==> src/rtl/sort_pkg.sv <==
// sort_pkg: shared types for the bitonic sort pipeline (element, vector, control state).
package sort_pkg;
  localparam int unsigned sort_width = 8;
  localparam int unsigned sort_index = 8;
  localparam int unsigned sort_index_width = 3;
  typedef logic [sort_width-1:0] elem_t;
  typedef elem_t vec_t [0:sort_index-1];
  typedef enum logic {IDLE, DRAIN} state_t;
endpackage

==> src/rtl/sort_vec_buf.sv <==
// sort_vec_buf: one-vector holding register (data + desc flag + valid) with load/clear; ports clk, rst (async active-low), load, clear, d_data, d_desc -> data, desc, valid.
module sort_vec_buf
  import sort_pkg::*;
#(
  parameter int width = sort_width,
  parameter int index = sort_index
) (
  input  logic             clk,
  input  logic             rst,
  input  logic             load,
  input  logic             clear,
  input  logic [width-1:0] d_data [index],
  input  logic             d_desc,
  output logic [width-1:0] data [index],
  output logic             desc,
  output logic             valid
);
  always_ff @(posedge clk or negedge rst)
    if (!rst) begin
      data  <= '{default: '0};
      desc  <= 1'b0;
      valid <= 1'b0;
    end else if (load) begin
      data  <= d_data;
      desc  <= d_desc;
      valid <= 1'b1;
    end else if (clear) valid <= 1'b0;
endmodule

==> src/rtl/sort_unloader.sv <==
// sort_unloader: serialises sorted vectors (vec_valid/vec_ready/vec_data/vec_desc) into one-element beats (out_valid/out_ready/out_data/out_idx/out_last) with a one-vector pending buffer; clk, rst async active-low.
module sort_unloader
  import sort_pkg::*;
#(
  parameter int width       = sort_width,
  parameter int index       = sort_index,
  parameter int index_width = sort_index_width
) (
  input  logic                   clk,
  input  logic                   rst,
  input  logic                   vec_valid,
  output logic                   vec_ready,
  input  logic [width-1:0]       vec_data [index],
  input  logic                   vec_desc,
  output logic                   out_valid,
  input  logic                   out_ready,
  output logic [width-1:0]       out_data,
  output logic [index_width-1:0] out_idx,
  output logic                   out_last
);
  localparam logic [index_width-1:0] last_cnt = index_width'(index - 1);
  state_t state, state_nx;
  logic [index_width-1:0] cnt, cnt_nx;
  logic [width-1:0] act_data [index];
  logic [width-1:0] pend_data [index];
  logic [width-1:0] load_data [index];
  logic act_desc, act_valid, pend_desc, pend_valid, load_desc;
  logic vec_hs, beat_hs, last_hs, act_load, act_clear, pend_load, pend_clear;
  assign vec_ready = !pend_valid;
  assign out_valid = (state == DRAIN) && act_valid;
  assign vec_hs    = vec_valid && vec_ready;
  assign beat_hs   = out_valid && out_ready;
  assign last_hs   = beat_hs && (cnt == last_cnt);
  // The active buffer reloads from idle, or on the last beat from pending (preferred) or straight from the input.
  assign act_load   = (vec_hs && state == IDLE) || (last_hs && (pend_valid || vec_hs));
  assign act_clear  = last_hs && !act_load;
  assign pend_load  = vec_hs && state == DRAIN && !last_hs;
  assign pend_clear = last_hs && pend_valid;
  assign out_data   = act_data[act_desc ? last_cnt - cnt : cnt];
  assign out_idx    = cnt;
  assign out_last   = out_valid && (cnt == last_cnt);
  always_comb begin
    load_data = vec_data;
    load_desc = vec_desc;
    if (pend_valid) begin
      load_data = pend_data;
      load_desc = pend_desc;
    end
  end
  always_comb begin
    state_nx = act_load ? DRAIN : last_hs ? IDLE : state;
    cnt_nx   = (act_load || last_hs) ? '0 : beat_hs ? cnt + index_width'(1) : cnt;
  end
  always_ff @(posedge clk or negedge rst)
    if (!rst) begin
      state <= IDLE;
      cnt   <= '0;
    end else begin
      state <= state_nx;
      cnt   <= cnt_nx;
    end
  sort_vec_buf #(.width(width), .index(index)) u_act (
    .clk(clk), .rst(rst), .load(act_load), .clear(act_clear),
    .d_data(load_data), .d_desc(load_desc),
    .data(act_data), .desc(act_desc), .valid(act_valid)
  );
  sort_vec_buf #(.width(width), .index(index)) u_pend (
    .clk(clk), .rst(rst), .load(pend_load), .clear(pend_clear),
    .d_data(vec_data), .d_desc(vec_desc),
    .data(pend_data), .desc(pend_desc), .valid(pend_valid)
  );
endmodule

==> config.mk <==
export PLATFORM = sky130hd
export DESIGN_NAME = sort_unloader
export DESIGN_NICKNAME = d
export VERILOG_FILES = /design/src/rtl/sort_pkg.sv /design/src/rtl/sort_vec_buf.sv /design/src/rtl/sort_unloader.sv
export SDC_FILE = /design/constraint.sdc
export NUM_CORES = 1
export LEC_CHECK = 0
export BUFFER_PORTS_ARGS = -buffer_cell sky130_fd_sc_hd__buf_2
export CORE_ASPECT_RATIO = 1.2
export CORE_MARGIN = 2
export CORE_UTILIZATION = 59
export CTS_CLUSTER_SIZE = 10
export DETAILED_ROUTE_END_ITERATION = 10
export MAX_ROUTING_LAYER = met4
export PLACE_DENSITY_LB_ADDON = 0.12
export SLEW_MARGIN = 25
export SYNTH_ARGS = -nofsm -noshare
export SYNTH_HDL_FRONTEND = slang
export SYNTH_SLANG_ARGS = --single-unit
==> constraint.sdc <==
create_clock -name clk -period 2.53 [get_ports clk]
set_input_delay 0 -clock clk [delete_from_list [all_inputs] [get_ports clk]]
set_output_delay 0 -clock clk [all_outputs]
set_load 0.005 [all_outputs]
==> flow_summary.toml, run 1 <==
[run_status]
outcome = "complete, no violations"

[sta]
rsz0062_at_grt = "false"
max_freq_mhz = 455
fin_skew_ns = 0.00647
setup_viol = 0
finalSetupTns_ns = 0
hold_viol_final = 0
final_max_slew_viol_count = 0
tightest_slew_ns = 0.653
finalCriticalPeriod_ns = 2.20
post-route-period-util_pct = 86.8
relSlewSlack_pct = 56.5

[clock_tree]
htree_levels = 4
clock-sinks = 135
cts-buffers-inserted = 17
cts_buffer_depth = 2
cts_tree = "built"
insertion_delay_ns = 0.43
post_cts_buffers = 0
path_clk_slew_ns = 0.05
clockRootBuffer = "clkbuf_16"

[grt]
grt_pass1_wl_um = 24500
grt_overflow = 0
grt_util_all_layers_pct = 26.2
grt_max_degree = 68
antenna_found_initial = 0
grt_pass1_vias = 4573

[synth]
synth_area_leaders = "dfrtp_1 48%, mux2_2 23%, mux2_4 11%"
ys_seq_elements = 135
synth_nets = 509
synth_area_leader_cell = "dfrtp_1"
synth_area_um2 = 7080
seq_area_frac_synth_pct = 47.7
syn_inst = 438
synth_area_per_cell_um2 = 16.2
yosysUniqueCellTypes = 25
ys_warn_count = 0
synth_top_area_share_pct = 47.7

[placement]
hpwl_um = 9370
routabilityCongestion = 0.791
placed_area_um2 = 7630
port_buffers = 82

[die]
core_area_um2 = 11600
fp.dieW_um = 104
die_y_um = 124
start_util_pct = 61.0
ios = 83
row_count = 43
die_area_um2 = 12900

[drt]
viasPerCell = 5.67
num_vias = 4284
wirelength_um = 15000
drc = 0
ant_nets = 0
wl_per_cell_um = 19.9
drtIter0Drc = 203
firstDrtPassIters = 4

[final_layout]
n_fill_cell = 738
nNetsFinal = 659
area_delta_synth_final_pct = 25.3
stdcell_area_um2 = 8870
n_antenna_cell = 0
mostFrequentLayoutCell = "mux2_2"
mostFrequentLayoutCells = "146 x mux2_2, 133 x dfrtp_1, 81 x buf_2"
drive_above_1_share_pct = 59.0

[power]
vdd_ir_drop_max_uv = 766
leakagePower_uw = 0.00411
p_per_area_nw_per_um2 = 1300
total_power_uw = 11500

[min_path]
worstHoldPathType = "in -> async"

[setup_path]
worstPathArrival_ns = 2.20
critPathRequiredTime_ns = 2.53
crit_path_end_kind = "output port"
cp_max_fo = 34
worst_setup_path_start_kind = "flip-flop"
crit_type = "reg -> out"

[flow_run]
cap_viol_max_count = 0
-- layout make-up --
cell class | count | area (um^2) | share of cell area, %
clock buffer | 25 | 485 | 5.47
sequential | 135 | 3380 | 38.1
clock inverter | 4 | 70.1 | 0.790
tap | 157 | 196 | 2.21
inverter | 2 | 7.51 | 0.0846
multi-input combinational | 270 | 3500 | 39.5
timing repair buffer | 162 | 1230 | 13.8
-- timing repair --
| action | CTS | global route |
|---|---|---|
| hold buffers | 68 | 0 |
| resized for setup | 0 | 1 |
| endpoints found under the setup margin | 0 | 1 |
| hold endpoints to repair | 191 | 0 |
-- layer usage --
metal  vias to the layer above  part of all wire [%]  GRT usage, %
li1                       1950                     -             -
met1                      2201                    42          31.8
met2                       114                    52          42.9
met3                        19                   4.2          6.33
met4                         0                   2.2          10.1
met5                         -                     0             -
-- state kept, by name, indices dropped and copies added, names as in the netlist --
signal        cells
u_act.desc        1
out_idx           3
u_act.data       64
u_pend.desc       1
state             1
u_pend.valid      1
u_pend.data      64
-- critical path, cell delays in order (launching register included) --
cell and delay (ns):
dfrtp_2 0.37, buf_6 0.37, mux4_2 0.58, nor3_1 0.18
a211oi_1 0.10, buf_2 0.16
-- Yosys cell counts (all sizes together) --
cell / number
a211oi: 1
a21boi: 1
a21oi: 3
a22o: 2
and2: 1
buf: 27
clkbuf: 4
dfrtp: 135
ha: 2
inv: 2
mux2: 196
mux2i: 22
mux4: 32
nand2: 2
nand2b: 1
nand3: 1
nor2: 1
nor3: 2
o21a: 1
or2: 1
xor2: 1
-- cells by family after synthesis --
group	synth area share, %
AOI/OAI and AO/OA	0.883
adders and majority gates	0.353
xor gates and xnor gates	0.124
DFF	47.7
muxes	47.1
buffers and inverters	3.13
and+or+nand+nor	0.742
-- power breakdown --
part | leakage [uW] | total [uW] | internal [uW] | switching, uW
logic | 0.00220 | 5130 | 3280 | 1850
registers | 0.00163 | 4010 | 3260 | 751
clock network | 0.000273 | 2370 | 1510 | 862
-- path summary, 6_finish.rpt --
| kind | end | cells after the start | from | slack [ns] |
|---|---|---|---|---|
| max in group asynchronous | u_act.data[9] | 3 | rst | 1.55 |
| worst max register to register | u_act.data[29] | 6 | out_idx[0] | 0.39 |
| worst min register to register | u_pend.data[39] | 1 | u_pend.data[39] | 0.50 |
| worst min-delay path | u_pend.data[62] | 2 | rst | 0.14 |
| worst max-delay path | out_data[4] | 5 | out_idx[1] | 0.33 |
| min in group clk | out_idx[2] | 4 | vec_valid | 0.14 |
-- through the flow --
step / setup WS (ns) / utilization, % / hold WS (ns) / instances
3_3_place_gp: 0.495 / 65.7 / 0.0453 / 658
2_1_floorplan: 0.718 / - / -0.296 / 438
3_5_place_dp: 0.420 / 65.7 / 0.0504 / 658
5_1_grt: 0.158 / 76.4 / 0.156 / 755
4_1_cts: 0.145 / 76.3 / 0.112 / 755
6_report: 0.333 / 76.4 / 0.136 / 755
No activity file was read; power rests on OpenSTA's default activity.
==> inputs of run 2 (changes only) <==
==> constraint.sdc (replaced) <==
create_clock -name clk -period 2.1 [get_ports clk]
set_input_delay 0 -clock clk [delete_from_list [all_inputs] [get_ports clk]]
set_output_delay 0 -clock clk [all_outputs]
set_load 0.005 [all_outputs]
==> run 2 against run 1 <==
  * Clock-buffer cell count is 1 lower
  * Utilization is 1.4 points higher
  * Die area stayed put
  * Sequential power is 21% higher
  * Final cell count is 1.3% higher
  * Critical path type unchanged
==> flow_summary.toml, run 2 (synthesis gave the netlist of run 1 again) <==
[placement]
dp_slack_ns = 0.153
dp.cells = 661
routabilityCongestion = 0.790
placed_area_um2 = 7690
port_buffers = 82
hpwl_um = 9550

[run_status]
outcome = "complete, no violations"

[die]
fp.dieW_um = 104
core_area_um2 = 11600
ios = 83
die_area_um2 = 12900
start_util_pct = 61.0
row_count = 43
die_y_um = 124

[setup_path]
r2r-end = "u_act.data[21]"
worst_setup_path_start_kind = "flip-flop"
critPathRequiredTime_ns = 2.10
crit_path_end_kind = "output port"
crit_type = "reg -> out"
worstPathArrival_ns = 2.06
r2r_setup_slack_ns = 0.09
cp_max_fo = 8
reg2reg_from = "out_idx[1]"
rr_worst_depth = 6

[sta]
finalCriticalPeriod_ns = 2.06
rsz0062_at_grt = "true"
setup_ws_ns = 0.0358
whs_ns = 0.0998
setup_viol = 0
max_freq_mhz = 484
fin_skew_ns = 0.00564
relSlewSlack_pct = 64.5
final_max_slew_viol_count = 0
tightest_slew_ns = 0.532
post-route-period-util_pct = 98.3
hold_viol_final = 0

[drt]
met1_length_um = 6340
ant_nets = 0
wirelength_um = 15300
firstDrtPassIters = 5
drtIter0Drc = 224
highest_layer = "met4"
drc = 0
viasPerCell = 5.74
num_vias = 4389
wl_met3_um = 461
dr_wl_met2_um = 8100
wl_per_cell_um = 20.0

[clock_tree]
clockRootBuffer = "clkbuf_16"
cts_buffer_depth = 2
htree_levels = 4
insertion_delay_ns = 0.42
cts_tree = "built"
clock-sinks = 135
path_clk_slew_ns = 0.06
cts-buffers-inserted = 17

[grt]
antenna_found_initial = 0
grt_overflow = 0
grt_pass1_vias = 4855
grt_max_degree = 56
grt_util_all_layers_pct = 26.4
grt_pass1_wl_um = 25100

[min_path]
worstHoldPathType = "in -> async"

[power]
leakagePower_uw = 0.00418
p_per_area_nw_per_um2 = 1570
vdd_ir_drop_max_uv = 858
total_power_uw = 14200

[final_layout]
stdcell_area_um2 = 9030
regArea_um2 = 3380
fin_cells = 765
drive_above_1_share_pct = 60.2
multi_input_area_um2 = 3510
area_delta_synth_final_pct = 27.5
mostFrequentLayoutCells = "146 x mux2_2, 132 x dfrtp_1, 81 x buf_2"
mostFrequentLayoutCell = "mux2_2"
nNetsFinal = 666
n_antenna_cell = 0
n_fill_cell = 736

[flow_run]
cap_viol_max_count = 0
run 2: changes by cell type in the layout (fill, tap and decap cells not counted), moves of 2 or more:
cell,delta
buf_12,+4
clkbuf_16,+2
clkinv_2,+2
clkinvlp_4,+2
run 2: worst max-delay path, stage by stage (launching register included):
cell	delay, ns
dfrtp_2	0.42
buf_12	0.14
clkbuf_16	0.17
mux4_2	0.49
mux2i_1	0.16
mux2i_1	0.12
buf_2	0.15
run 2: stage by stage:
| step | util (%) | setup TNS [ns] |
|---|---|---|
| after floorplan | - | 0 |
| after global placement | 66.2 | 0 |
| after detailed placement | 66.2 | 0 |
| after CTS | 77.0 | 0 |
| after global routing | 77.7 | -0.155 |
| final | 77.7 | 0 |
run 2: per-layer routing:
layer / vias to the layer above / GRT usage (%)
li1: 1955 / -
met1: 2305 / 31.7
met2: 104 / 44.9
met3: 25 / 4.71
met4: 0 / 11.0
met5: - / -
run 2: worst max-delay path by stage:
stage / depth (start not counted) / slack (ns) / endpoint / startpoint
after CTS: 5 / 0.02 / out_data[5] / out_idx[1]
after global placement: 6 / 0.21 / u_pend.data[49] / out_idx[1]
after detailed placement: 6 / 0.15 / u_pend.data[41] / out_idx[1]
after floorplan: 7 / 0.29 / u_pend.data[0] / out_idx[0]
after global routing: 6 / -0.03 / out_data[2] / out_idx[1]
final: 6 / 0.04 / out_data[1] / out_idx[1]
run 2: area by class of cell:
cell class / instances / share of cell area, %
Sequential cell: 135 / 37.4
Clock inverter: 8 / 0.817
Multi-Input combinational cell: 270 / 38.9
Tap cell: 157 / 2.17
Timing Repair Buffer: 169 / 15.3
Inverter: 2 / 0.0831
Clock buffer: 24 / 5.22
run 2: what timing repair did:
item	in CTS	in global routing
hold buffers	68	0
setup buffers	0	1
resized for setup	1	4
gates cloned	1	2
setup endpoints to repair	2	6
hold endpoints to repair	205	0
run 2: report_power, final:
part | internal [uW] | switching [uW] | total [uW] | leakage, uW
combinational | 4200 | 2330 | 6530 | 0.00228
clock | 1680 | 1090 | 2770 | 0.000264
sequential | 3930 | 927 | 4860 | 0.00163
total | 9810 | 4340 | 14200 | 0.00418
==> inputs of run 3 (changes only) <==
--- a/config.mk
+++ b/config.mk
@@ -8,7 +8,7 @@
 export BUFFER_PORTS_ARGS = -buffer_cell sky130_fd_sc_hd__buf_2
 export CORE_ASPECT_RATIO = 1.2
 export CORE_MARGIN = 2
-export CORE_UTILIZATION = 59
+export CORE_UTILIZATION = 55
 export CTS_CLUSTER_SIZE = 10
 export DETAILED_ROUTE_END_ITERATION = 10
 export MAX_ROUTING_LAYER = met4
==> run 3 against run 2 <==
  * Setup slack gained 0.016 ns
  * Utilization shrank 5.9 points
  * Cell area is 0.30% higher
  * Highest routed layer unchanged
==> flow_summary.toml, run 3 (synthesis gave the netlist of run 1 again) <==
[grt]
grt_pass1_vias = 4727
grt_pass1_wl_um = 24300
antenna_found_initial = 0
grt_overflow = 0
grt_max_degree = 67
grt_util_all_layers_pct = 23.9

[final_layout]
n_antenna_cell = 0
area_delta_synth_final_pct = 27.9
stdcell_area_um2 = 9060
drive_above_1_share_pct = 61.0
nNetsFinal = 665
mostFrequentLayoutCell = "mux2_2"
mostFrequentLayoutCells = "146 x mux2_2, 132 x dfrtp_1, 81 x buf_2"
n_fill_cell = 847

[clock_tree]
clock-sinks = 135
clockRootBuffer = "clkbuf_16"
htree_levels = 4
cts_tree = "built"
cts-buffers-inserted = 17
cts_buffer_depth = 2
path_clk_slew_ns = 0.06
insertion_delay_ns = 0.42

[die]
die_y_um = 128
die_area_um2 = 13800
fp.dieW_um = 108
ios = 83
row_count = 45
core_area_um2 = 12600
start_util_pct = 56.2

[power]
leakagePower_uw = 0.00418
total_power_uw = 14200
vdd_ir_drop_max_uv = 1740
p_per_area_nw_per_um2 = 1570

[sta]
final_max_slew_viol_count = 0
hold_viol_final = 0
tightest_slew_ns = 0.571
fin_skew_ns = 0.0117
relSlewSlack_pct = 61.9
finalCriticalPeriod_ns = 2.05
post-route-period-util_pct = 97.5
max_freq_mhz = 488
setup_ws_ns = 0.0522
rsz0062_at_grt = "true"
setup_viol = 0

[drt]
drc = 0
num_vias = 4341
viasPerCell = 5.63
drtIter0Drc = 143
wl_per_cell_um = 18.8
ant_nets = 0
firstDrtPassIters = 4
wirelength_um = 14500

[setup_path]
crit_path_end_kind = "output port"
crit_type = "reg -> out"
rr_worst_depth = 6
cp_max_fo = 9
worstPathArrival_ns = 2.05
worst_setup_path_start_kind = "flip-flop"
critPathRequiredTime_ns = 2.10

[placement]
dp_slack_ns = 0.159
routabilityCongestion = 0.765
hpwl_um = 9190
port_buffers = 82
placed_area_um2 = 7690

[flow_run]
cap_viol_max_count = 0

[min_path]
worstHoldPathType = "in -> async"

[run_status]
outcome = "complete, no violations"
[run 3: final cells by class]
| type | instances | area, um^2 | share of cell area (%) |
|---|---|---|---|
| inverters | 2 | 7.51 | 0.0829 |
| repair buffers | 168 | 1340 | 14.8 |
| multi-input cells | 270 | 3510 | 38.8 |
| flip-flops and latches | 135 | 3380 | 37.3 |
| clock buffers | 20 | 467 | 5.15 |
| well taps | 164 | 205 | 2.26 |
| clock inverters | 12 | 150 | 1.66 |
[run 3: repair_timing]
item                                   4_1_cts  5_1_grt
cloned                                       1        1
resized for setup                            1        4
hold buffers                                68        0
buffers inserted                             0        1
setup endpoints to repair                    1        8
endpoints found under the hold margin      186        0
pin swaps                                    0        0
[run 3: per-stage QoR]
step	setup TNS [ns]	std cells	util (%)	hold WS, ns
finish	0	771	71.8	0.115
detailed placement	0	668	61.0	0.0196
floorplan	0	438	-	-0.296
global route	-0.168	771	71.8	0.158
CTS	-0.00179	769	71.5	0.120
global placement	0	668	61.0	0.0159
[run 3: final timing paths]
check	from	to	slack (ns)
setup / recovery	out_idx[1]	out_data[4]	0.05
hold / removal	rst	u_act.data[16]	0.11
setup reg to reg	out_idx[1]	u_act.data[14]	0.09
hold reg to reg	u_pend.data[55]	u_pend.data[55]	0.50
max in group asynchronous	rst	out_idx[1]	1.30
min in group clk	vec_valid	out_idx[1]	0.13
[run 3: layer usage]
| layer | GRT usage, % | wire, um |
|---|---|---|
| met2 | 38.2 | 7310 |
| met1 | 30.3 | 6410 |
| met5 | - | 0 |
| met4 | 7.92 | 214 |
| met3 | 5.49 | 595 |
[run 3: report_power, final]
group | internal, uW | switching, uW
clock | 1950 | 1120
combinational | 4120 | 2210
sequential | 3930 | 906
total | 10000 | 4230
[run 3: critical path, stage by stage (launching register included)]
cell and delay [ns]:
dfrtp_2 0.48, buf_12 0.18, mux4_2 0.51, mux2i_2 0.21
a211oi_1 0.11, buf_2 0.14
